## src/rtl/mcu_block_scheduler.sv

```systemverilog
// ============================================================================
// mcu_block_scheduler
// ----------------------------------------------------------------------------
// Sequences the entropy decoder block by block through a JPEG-style frame.
// It walks the MCUs of the frame and the blocks inside each MCU. It only
// issues a block when the downstream coefficient accumulator can take one.
// It can also stop between MCUs so that a restart marker is consumed.
//
// Optional feature macro: MCU_SCHED_RESTART_EN
//   defined   -> restart-interval handling (RESTART state, marker handshake)
//   undefined -> no restart handling; rst_marker_req tied low, the interval
//                and the ack input are ignored
//
// Ports
//   clk, rst_n              clock (rising edge), async active-low reset
//   start                   one-cycle frame start, honoured only when idle
//   abort                   synchronous abort, wins over every other input
//   cfg_mode                0/3 gray (1 blk), 1 4:4:4 (3 blk), 2 4:2:0 (6 blk)
//   cfg_mcu_count           MCUs in the frame
//   cfg_restart_interval    MCUs between restart markers, 0 = none
//   dec_start               one-cycle pulse: decode one block now
//   comp_id, tbl_sel        component of issued block and its table select
//   dec_block_done          decoder finished the current block
//   acc_block_valid/ready   accumulator output handshake (monitored only)
//   dc_pred_reset           one-cycle pulse clearing the DC predictors
//   rst_marker_req/ack      restart-marker consumption handshake
//   busy, frame_done        frame in progress / frame complete pulse
//   mcu_index, block_in_mcu current position inside the frame
// ============================================================================
module mcu_block_scheduler (
    input  logic        clk,
    input  logic        rst_n,
    input  logic        start,
    input  logic        abort,
    input  logic [1:0]  cfg_mode,
    input  logic [15:0] cfg_mcu_count,
    input  logic [15:0] cfg_restart_interval,
    output logic        dec_start,
    output logic [1:0]  comp_id,
    output logic        tbl_sel,
    input  logic        dec_block_done,
    input  logic        acc_block_valid,
    input  logic        acc_block_ready,
    output logic        dc_pred_reset,
    output logic        rst_marker_req,
    input  logic        rst_marker_ack,
    output logic        busy,
    output logic        frame_done,
    output logic [15:0] mcu_index,
    output logic [2:0]  block_in_mcu
);

    typedef enum logic [2:0] {
        IDLE,
        ISSUE,
        WAIT_DEC,
        WAIT_ACC,
`ifdef MCU_SCHED_RESTART_EN
        RESTART,
`endif
        DONE
    } state_t;

    state_t      state_q, state_d;
    logic [1:0]  mode_q;
    logic [15:0] mcu_count_q;
    logic [1:0]  comp_q;
    logic [1:0]  comp_next;
    logic [2:0]  blocks_per_mcu;
    logic        acc_free;
    logic        last_blk;
    logic        last_mcu;
    logic        restart_due;
    logic        start_acc;
    logic        blk_done;
    logic        dc_req;

`ifdef MCU_SCHED_RESTART_EN
    logic [15:0] interval_q;
    logic [15:0] rst_cnt_q;

    // rst_cnt_q counts MCUs completed since the last marker (or frame start),
    // so a marker is due when the MCU that is finishing now fills the interval.
    assign restart_due    = (interval_q != 16'd0) && ((rst_cnt_q + 16'd1) == interval_q);
    assign rst_marker_req = (state_q == RESTART);
`else
    logic unused_restart;

    assign unused_restart = ^{cfg_restart_interval, rst_marker_ack};
    assign restart_due    = 1'b0;
    assign rst_marker_req = 1'b0;
`endif

    assign acc_free = !acc_block_valid || acc_block_ready;
    assign busy     = (state_q != IDLE);
    assign last_blk = (block_in_mcu == (blocks_per_mcu - 3'd1));
    assign last_mcu = (mcu_index == (mcu_count_q - 16'd1));

    // The component mux is transparent during the issue cycle, so comp_id is
    // valid together with dec_start. After that it holds the registered copy
    // until the next block is issued.
    assign comp_id = dec_start ? comp_next : comp_q;
    assign tbl_sel = (comp_id != 2'd0);

    // Block geometry of the latched mode: blocks per MCU and the component
    // that owns the current block.
    always_comb begin
        blocks_per_mcu = 3'd1;
        comp_next      = 2'd0;
        case (mode_q)
            2'd1: begin
                blocks_per_mcu = 3'd3;
                comp_next      = block_in_mcu[1:0];
            end
            2'd2: begin
                blocks_per_mcu = 3'd6;
                if (block_in_mcu == 3'd4) begin
                    comp_next = 2'd1;
                end else if (block_in_mcu == 3'd5) begin
                    comp_next = 2'd2;
                end
            end
            default: begin
                blocks_per_mcu = 3'd1;
                comp_next      = 2'd0;
            end
        endcase
    end

    // Next-state and pulse generation. ISSUE rechecks the accumulator because
    // it may have raised valid while the FSM was moving out of WAIT_ACC. In
    // that case the FSM drops back to WAIT_ACC instead of issuing, so
    // dec_start can never fire into a stalled accumulator.
    always_comb begin
        state_d    = state_q;
        dec_start  = 1'b0;
        frame_done = 1'b0;
        start_acc  = 1'b0;
        blk_done   = 1'b0;
        dc_req     = 1'b0;
        if (abort) begin
            state_d = IDLE;
        end else begin
            case (state_q)
                IDLE: begin
                    if (start) begin
                        start_acc = 1'b1;
                        dc_req    = 1'b1;
                        state_d   = (cfg_mcu_count == 16'd0) ? DONE : WAIT_ACC;
                    end
                end
                WAIT_ACC: begin
                    if (acc_free) begin
                        state_d = ISSUE;
                    end
                end
                ISSUE: begin
                    if (acc_free) begin
                        dec_start = 1'b1;
                        state_d   = WAIT_DEC;
                    end else begin
                        state_d = WAIT_ACC;
                    end
                end
                WAIT_DEC: begin
                    if (dec_block_done) begin
                        blk_done = 1'b1;
                        if (last_blk && last_mcu) begin
                            state_d = DONE;
`ifdef MCU_SCHED_RESTART_EN
                        end else if (last_blk && restart_due) begin
                            state_d = RESTART;
`endif
                        end else begin
                            state_d = WAIT_ACC;
                        end
                    end
                end
`ifdef MCU_SCHED_RESTART_EN
                RESTART: begin
                    if (rst_marker_ack) begin
                        dc_req  = 1'b1;
                        state_d = WAIT_ACC;
                    end
                end
`endif
                DONE: begin
                    if (acc_free) begin
                        frame_done = 1'b1;
                        state_d    = IDLE;
                    end
                end
                default: state_d = IDLE;
            endcase
        end
    end

    // State, latched configuration and frame position. An abort clears the
    // position counters but keeps the configuration, which is reloaded on
    // the next accepted start anyway.
    always_ff @(posedge clk or negedge rst_n) begin
        if (!rst_n) begin
            state_q       <= IDLE;
            mode_q        <= 2'd0;
            mcu_count_q   <= 16'd0;
            mcu_index     <= 16'd0;
            block_in_mcu  <= 3'd0;
            comp_q        <= 2'd0;
            dc_pred_reset <= 1'b0;
`ifdef MCU_SCHED_RESTART_EN
            interval_q    <= 16'd0;
            rst_cnt_q     <= 16'd0;
`endif
        end else begin
            state_q       <= state_d;
            dc_pred_reset <= dc_req;
            if (abort) begin
                mcu_index    <= 16'd0;
                block_in_mcu <= 3'd0;
                comp_q       <= 2'd0;
`ifdef MCU_SCHED_RESTART_EN
                rst_cnt_q    <= 16'd0;
`endif
            end else if (start_acc) begin
                mode_q       <= cfg_mode;
                mcu_count_q  <= cfg_mcu_count;
                mcu_index    <= 16'd0;
                block_in_mcu <= 3'd0;
`ifdef MCU_SCHED_RESTART_EN
                interval_q   <= cfg_restart_interval;
                rst_cnt_q    <= 16'd0;
`endif
            end else if (blk_done) begin
                if (last_blk) begin
                    block_in_mcu <= 3'd0;
                    mcu_index    <= mcu_index + 16'd1;
`ifdef MCU_SCHED_RESTART_EN
                    rst_cnt_q    <= restart_due ? 16'd0 : (rst_cnt_q + 16'd1);
`endif
                end else begin
                    block_in_mcu <= block_in_mcu + 3'd1;
                end
            end else if (dec_start) begin
                comp_q <= comp_next;
            end
        end
    end

endmodule

```

## config.mk

```make
export PLATFORM = sky130hd
export DESIGN_NAME = mcu_block_scheduler
export DESIGN_NICKNAME = d
export VERILOG_FILES = /design/src/rtl/mcu_block_scheduler.sv
export SDC_FILE = /design/constraint.sdc
export NUM_CORES = 1
export LEC_CHECK = 0
export ABC_AREA = 1
export CAP_MARGIN = 20
export CORE_ASPECT_RATIO = 0.75
export CORE_MARGIN = 2
export CORE_UTILIZATION = 35
export CTS_BUF_LIST = sky130_fd_sc_hd__clkbuf_16
export CTS_CLUSTER_SIZE = 24
export DETAILED_ROUTE_END_ITERATION = 16
export SYNTH_ARGS = -nofsm -noshare
export SYNTH_HDL_FRONTEND = slang
export SYNTH_SLANG_ARGS = --single-unit
```

## constraint.sdc

```tcl
create_clock -name clk -period 1.7 [get_ports clk]
set_clock_uncertainty 0.1 [all_clocks]
set_input_delay 0.34 -clock clk [delete_from_list [all_inputs] [get_ports clk]]
set_output_delay 0.34 -clock clk [all_outputs]
set_load 0.1 [all_outputs]
```

# == Word level (Yosys, flattened, before mapping) ==
# Index checks and enable logic that the tools add are counted.
# op_classes
n_div,0
multipliers,0
muxes,36
add_sub_neg,4
bitwise,1
reduce_logical,13
magnitude_cmp,0
shifts,0
eq_ne,16
# op_table
cell,n
$mux W16,4
$mux W3,11
$add A16 B1 Y16 const B,1
$eq A16 B16 Y1,1
$logic_not A16 Y1,1
$sub A16 B1 Y16 const B,1
$pmux W3 S5,1
$mux W1,12
$mux W2,6
$ne A3 B3 Y1 const B,4
$eq A3 B3 Y1 const B,3
$reduce_bool A3 Y1,3
$eq A3 B2 Y1 const B,2
$pmux W3 S2,1
$reduce_and A2 Y1,3
$ne A2 B2 Y1 const B,2
$pmux W2 S2,1
$reduce_and A4 Y1,1
$add A3 B1 Y3 const B,1
$eq A3 B1 Y1 const B,1
$eq A3 B3 Y1,1
$logic_not A3 Y1,1
$sub A3 B1 Y3 const B,1
$eq A2 B1 Y1 const B,1
6 further kinds,6
# word_totals
mem_bits_ro,0
ramBits,0
latch_bits,0
mem_count,0
reg_bits,43

# == Longest topological paths before layout ==
# depth
depth_word,9
depth_mapped,16
mapped_depth_nobuf,16

# == Least setup slack after synthesis ==
# Ideal clock, no wire load.
# synth_timing
path_kind,reg2out
start,register state_q[1]
end,output frame_done
t_required_ps,1260
stages_incl_launch_ff,6
t_arrival_ps,2701
path_slack_ps,-1441
cell_sequence,dfrtp_1 -> inv_2 -> nand2_2 -> inv_1 -> nand2_1 -> nor3_1
# synth_between
elab_chain_cells,3
# synth_lines
item,line_no,text
start: declaration,64,"state_t state_q, state_d;"
start signal: assignment,215,state_q <= state_d;
$eq A3 B3 Y1,144,case (state_q)
$mux W1,144,
$mux W1,141,if (abort) begin
end: declaration,48,"output logic frame_done,"
# Every way passes these cells.

# == Worst setup path after layout ==
# layout_timing
start,register mode_q[1]
end,output comp_id[1]
# layout_between
elab_chain_cells,3
elab_cells_between_ends,4
cone_classes,2 x eq/ne; 2 x mux
# layout_lines
item,line_no,text
start: declaration,65,logic [1:0] mode_q;
start signal: assignment,225,mode_q <= cfg_mode;
$eq A2 B2 Y1 / $eq A2 B1 Y1 (equally long branches),110,case (mode_q)
$pmux W2 S2 *,110,
$mux W2 *,-,
end: declaration,39,"output logic [1:0] comp_id,"
# Mark *: on every way between the ends. The rest lies on a longest branch, timed or not.

==> impl_summary.log <==
[metrics] result of the run: finished with violations
[metrics] violated checks: negative setup slack
[metrics] static power due to leakage: 0.002531 µW
[metrics] cell count after synthesis: 418
[metrics] count of clock tree sinks: between 40 and 50
[metrics] reg-to-reg startpoint: mcu_count_q[1]
[metrics] antenna violations before repair: 0
[metrics] worst path required time: approximately 1300 ps
[metrics] path class of the lowest-slack min-delay path: reg2reg
[metrics] Post-Syn Area: ~2900 µm²
[metrics] layout cell share with drive strength beyond 1: 47.91%
[metrics] final setup violation count: 46
[metrics] routed via count: 3416
[metrics] filler-free cell count of the finished design: around 700
[metrics] drt initial violations: 220
[metrics] delay contributed by the slowest stage of the critical path: 400 ps
[metrics] end point of the most critical hold path: mcu_count_q[15]
[metrics] GR Overflow Total: 0
[metrics] WHS Path Cells: 2
[metrics] Clock Pin Slew Worst Setup and Hold Paths: 70 ps
[metrics] top-area cell type share of the netlist area: 37.13%
[metrics] Buffers on Ports: 50
[metrics] most numerous cell in the Yosys netlist: sky130_fd_sc_hd__nand2_1
[metrics] die outline area: 9031 µm²
[metrics] Die H: 82.80 µm
[metrics] die width: 109.1 µm
[metrics] area growth from synthesis to final layout: 92.79%
[metrics] Critical Path Most Common Cell: sky130_fd_sc_hd__inv_2
[metrics] startpoint types: flop
[metrics] worst-case clock buffer depth: 2
[metrics] most common library cells after synthesis: sky130_fd_sc_hd__nand2_1, sky130_fd_sc_hd__inv_1, sky130_fd_sc_hd__nor2_1, sky130_fd_sc_hd__dfrtp_1, sky130_fd_sc_hd__o21ai_0
[metrics] R2R depth: 15
[metrics] number of nets with antenna violations after detailed routing: 0
[metrics] via count of the first global-routing pass: around 3300
[metrics] root buffer selected by CTS: sky130_fd_sc_hd__clkbuf_16
[metrics] Hold Slack: 418.4 ps
[metrics] Total Nets Final: 646
[metrics] DRC Markers: 0
[metrics] count of antenna diodes in the layout: 0
[metrics] average vias per placed instance: ~4.9
[metrics] std cell rows: 28
[metrics] max-capacitance violation count: 0
[metrics] worst voltage drop across the vdd grid: roughly 0.9 mV
[metrics] Synth Area per Inst: 6.932 µm²
[metrics] wire length of the first global-routing pass: 14530 µm
[metrics] fraction of the yosys area taken by sequential cells: a little under two fifths
[metrics] number of hold-slack violations in the final timing report: 0
[metrics] maximum operating frequency: 452.0 MHz
[metrics] amount of wire on met2 after detailed routing: between 4000 and 5000 µm
[metrics] number of I/O pins: 69
[metrics] number of buffers created by CTS: 5
[metrics] DR WL met3: between 500 and 600 µm
[metrics] detailed-placement wirelength estimate: 6318 µm
[metrics] worst reg2reg path endpoint: state_q[0]
[metrics] post-placement worst setup slack: -399.2 ps
[metrics] fraction of registers with async set or reset after synthesis: 100.0%
[metrics] portion of the clock cycle consumed by the worst path in the final layout: 130.1%
[metrics] RePlAce Congestion: 0.8612
[metrics] R2R Setup Slk: -440 ps
[metrics] Primary FF master, synth: sky130_fd_sc_hd__dfrtp_1
[metrics] arrival time at the worst endpoint: about 1800 ps
[metrics] final-report max-slew violation count: 0
[metrics] Yosys warning total: 0
[metrics] number of optimization iterations in the first detailed-route pass: 4
[metrics] total length of routed wires: 9834 µm
[metrics] number of enable flip-flop cells after synthesis: 0
[metrics] cell types occupying the most area after synthesis: sky130_fd_sc_hd__dfrtp_1, sky130_fd_sc_hd__nand2_1, sky130_fd_sc_hd__inv_1
[metrics] highest fanout seen on the critical path: 3
[metrics] placeable core area: 7953 µm²
[metrics] effective utilization at floorplan: 36.44%
[metrics] pin count of the biggest net entering global routing: 44
[metrics] crit path kind: reg2out
[metrics] count of placed standard cells including taps: approximately 670
[metrics] crit-path cells: inv_2 > ha_1 > inv_2 > o22ai_2 > nand2_1 > o21a_4 > clkinvlp_4 > buf_12
[metrics] average detailed-routed wire length per instance: 14.01 µm
[metrics] Syn Nets: 468
[metrics] insertion delay of the later-clocked pin in the worst-skew pair: 290 ps
[metrics] CTS tree: done
[metrics] total global-route track usage: between 15 and 20%
[metrics] power density cells: ~1400 nW/µm²
[metrics] Setup crit end kind: primary output
[metrics] number of H-tree branching levels: 2
[metrics] Slowest-stage cell, CP: sky130_fd_sc_hd__dfrtp_1
[metrics] biggest area consumer among synthesized cells: sky130_fd_sc_hd__dfrtp_1
[metrics] minimum clock period: 2213 ps
[metrics] unrepaired setup endpoints after global routing: yes
[metrics] FF+latch count, synth: 43
[metrics] post-synth cell types: 38
[metrics] detailed-routing wirelength on met1: 4356 µm
[metrics] PnR Total Power: 7619 µW
[metrics] uppermost layer routed: met4
[metrics] PnR worst setup slack: -512.5 ps
[metrics] start point of the worst hold path: mcu_count_q[15]
## worst max-delay path, delay by kind of cell (launching register included)
kind,cells,cell delay (ps)
flip-flops,1,400
buffers and inverters,4,390
AND/OR/NAND/NOR,1,90
AO/OA/AOI/OAI,2,420
adder cells (fa/ha/maj),1,170
## flip-flops by register name, summed over array words and instances, names as in the netlist
| register | flops |
|---|---|
| dc_pred_reset | 1 |
| state_q | 3 |
| comp_q | 2 |
| mcu_index | 16 |
| mode_q | 2 |
| block_in_mcu | 3 |
| mcu_count_q | 16 |
## report_power, final
group | switching [µW] | total (µW) | internal [µW] | leakage [µW]
sequential | 282 | 1590 | 1310 | 0.000529
clock | 431 | 1270 | 842 | 0.0000900
combinational | 2550 | 4750 | 2200 | 0.00191
## kinds of logic after synthesis
logic type               after synthesis  share of synthesized area (%)
other                                  1                         0.1294
XOR/XNOR                              12                          3.627
buffers and inverters                 65                          9.067
flip-flops                            43                          37.13
AO/OA/AOI/OAI                         51                          10.15
AND/OR/NAND/NOR                      238                          36.44
adder cells (fa/ha/maj)                8                          3.454
## area by class of cell
type	instances	area (µm²)
Inverter	60	269.0
Multi-Input combinational cell	310	2021
Sequential cell	43	1137
Fill cell	589	2366
Clock inverter	3	67.56
Tap cell	105	131.4
Timing Repair Buffer	176	1836
Clock buffer	5	125.1
## placed cells by master, fill, tap and decap left out, types with 3 or more instances in the layout
master                            Yosys  routed
sky130_fd_sc_hd__nand2_1            134     115
sky130_fd_sc_hd__buf_4                1      98
sky130_fd_sc_hd__inv_1               54      38
sky130_fd_sc_hd__nor2_1              48      32
sky130_fd_sc_hd__buf_12               0      27
sky130_fd_sc_hd__buf_6                2      23
sky130_fd_sc_hd__clkdlybuf4s50_1      0      23
sky130_fd_sc_hd__dfrtp_1             43      22
sky130_fd_sc_hd__o21ai_1              7      16
sky130_fd_sc_hd__nand2_2              4      15
sky130_fd_sc_hd__dfrtp_4              0      14
sky130_fd_sc_hd__inv_2                5      12
sky130_fd_sc_hd__nor2_4               2      11
sky130_fd_sc_hd__nand3_1             16       9
sky130_fd_sc_hd__a21oi_1             10       8
sky130_fd_sc_hd__nor2_2               0       7
sky130_fd_sc_hd__xor2_1               7       7
sky130_fd_sc_hd__nand4_1              7       7
sky130_fd_sc_hd__dfrtp_2              0       7
sky130_fd_sc_hd__clkinvlp_4           0       6
sky130_fd_sc_hd__o21ai_2              0       6
sky130_fd_sc_hd__o21ai_0             21       6
sky130_fd_sc_hd__clkbuf_16            0       6
sky130_fd_sc_hd__nand2_4              1       5
sky130_fd_sc_hd__nand2_8              1       5
sky130_fd_sc_hd__nand3_2              1       5
sky130_fd_sc_hd__nor4_1               5       5
sky130_fd_sc_hd__ha_4                 0       5
sky130_fd_sc_hd__nor3_2               2       4
sky130_fd_sc_hd__xnor2_1              5       4
sky130_fd_sc_hd__nand3b_1             4       4
sky130_fd_sc_hd__inv_4                0       3
sky130_fd_sc_hd__nand3_4              0       3
sky130_fd_sc_hd__o22ai_2              0       3
sky130_fd_sc_hd__nor3_4               0       3
sky130_fd_sc_hd__and2_1               3       3
## how the worst max path moves through the flow
| stage | startpoint | to | slack [ps] |
|---|---|---|---|
| 6_report | mode_q[1] | comp_id[1] | -510 |
| 5_1_grt | mode_q[1] | comp_id[1] | -580 |
| 4_1_cts | block_in_mcu[0] | comp_id[1] | -470 |
| 3_5_place_dp | mcu_count_q[1] | state_q[1] | -400 |
| 3_3_place_gp | mcu_count_q[0] | state_q[0] | -360 |
| 2_1_floorplan | block_in_mcu[0] | comp_id[1] | -430 |
## timing repair
item,CTS,global route
setup endpoints to repair,28,48
hold endpoints to repair,43,0
resized for setup,53,91
pin swaps,24,43
hold buffers,1,0
cloned,0,2
setup buffers,10,18
## per-layer routing
layer  up-vias  global-route usage (%)
li1       1677                       -
met3        11                   4.239
met1      1645                   26.76
met2        83                   32.02
met5         -                       0
met4         0                   4.545
## stage by stage
| stage | setup TNS, ps | util [%] | instance area (µm²) |
|---|---|---|---|
| 3_5_place_dp | -10070 | 58.61 | 4661 |
| 6_report | -9338 | 70.25 | 5587 |
| 5_1_grt | -12680 | 70.25 | 5587 |
| 2_1_floorplan | -2369 | - | 3070 |
| 3_3_place_gp | -9473 | 58.61 | 4661 |
| 4_1_cts | -6590 | 64.57 | 5135 |
Power figures use the tool's default switching activity.
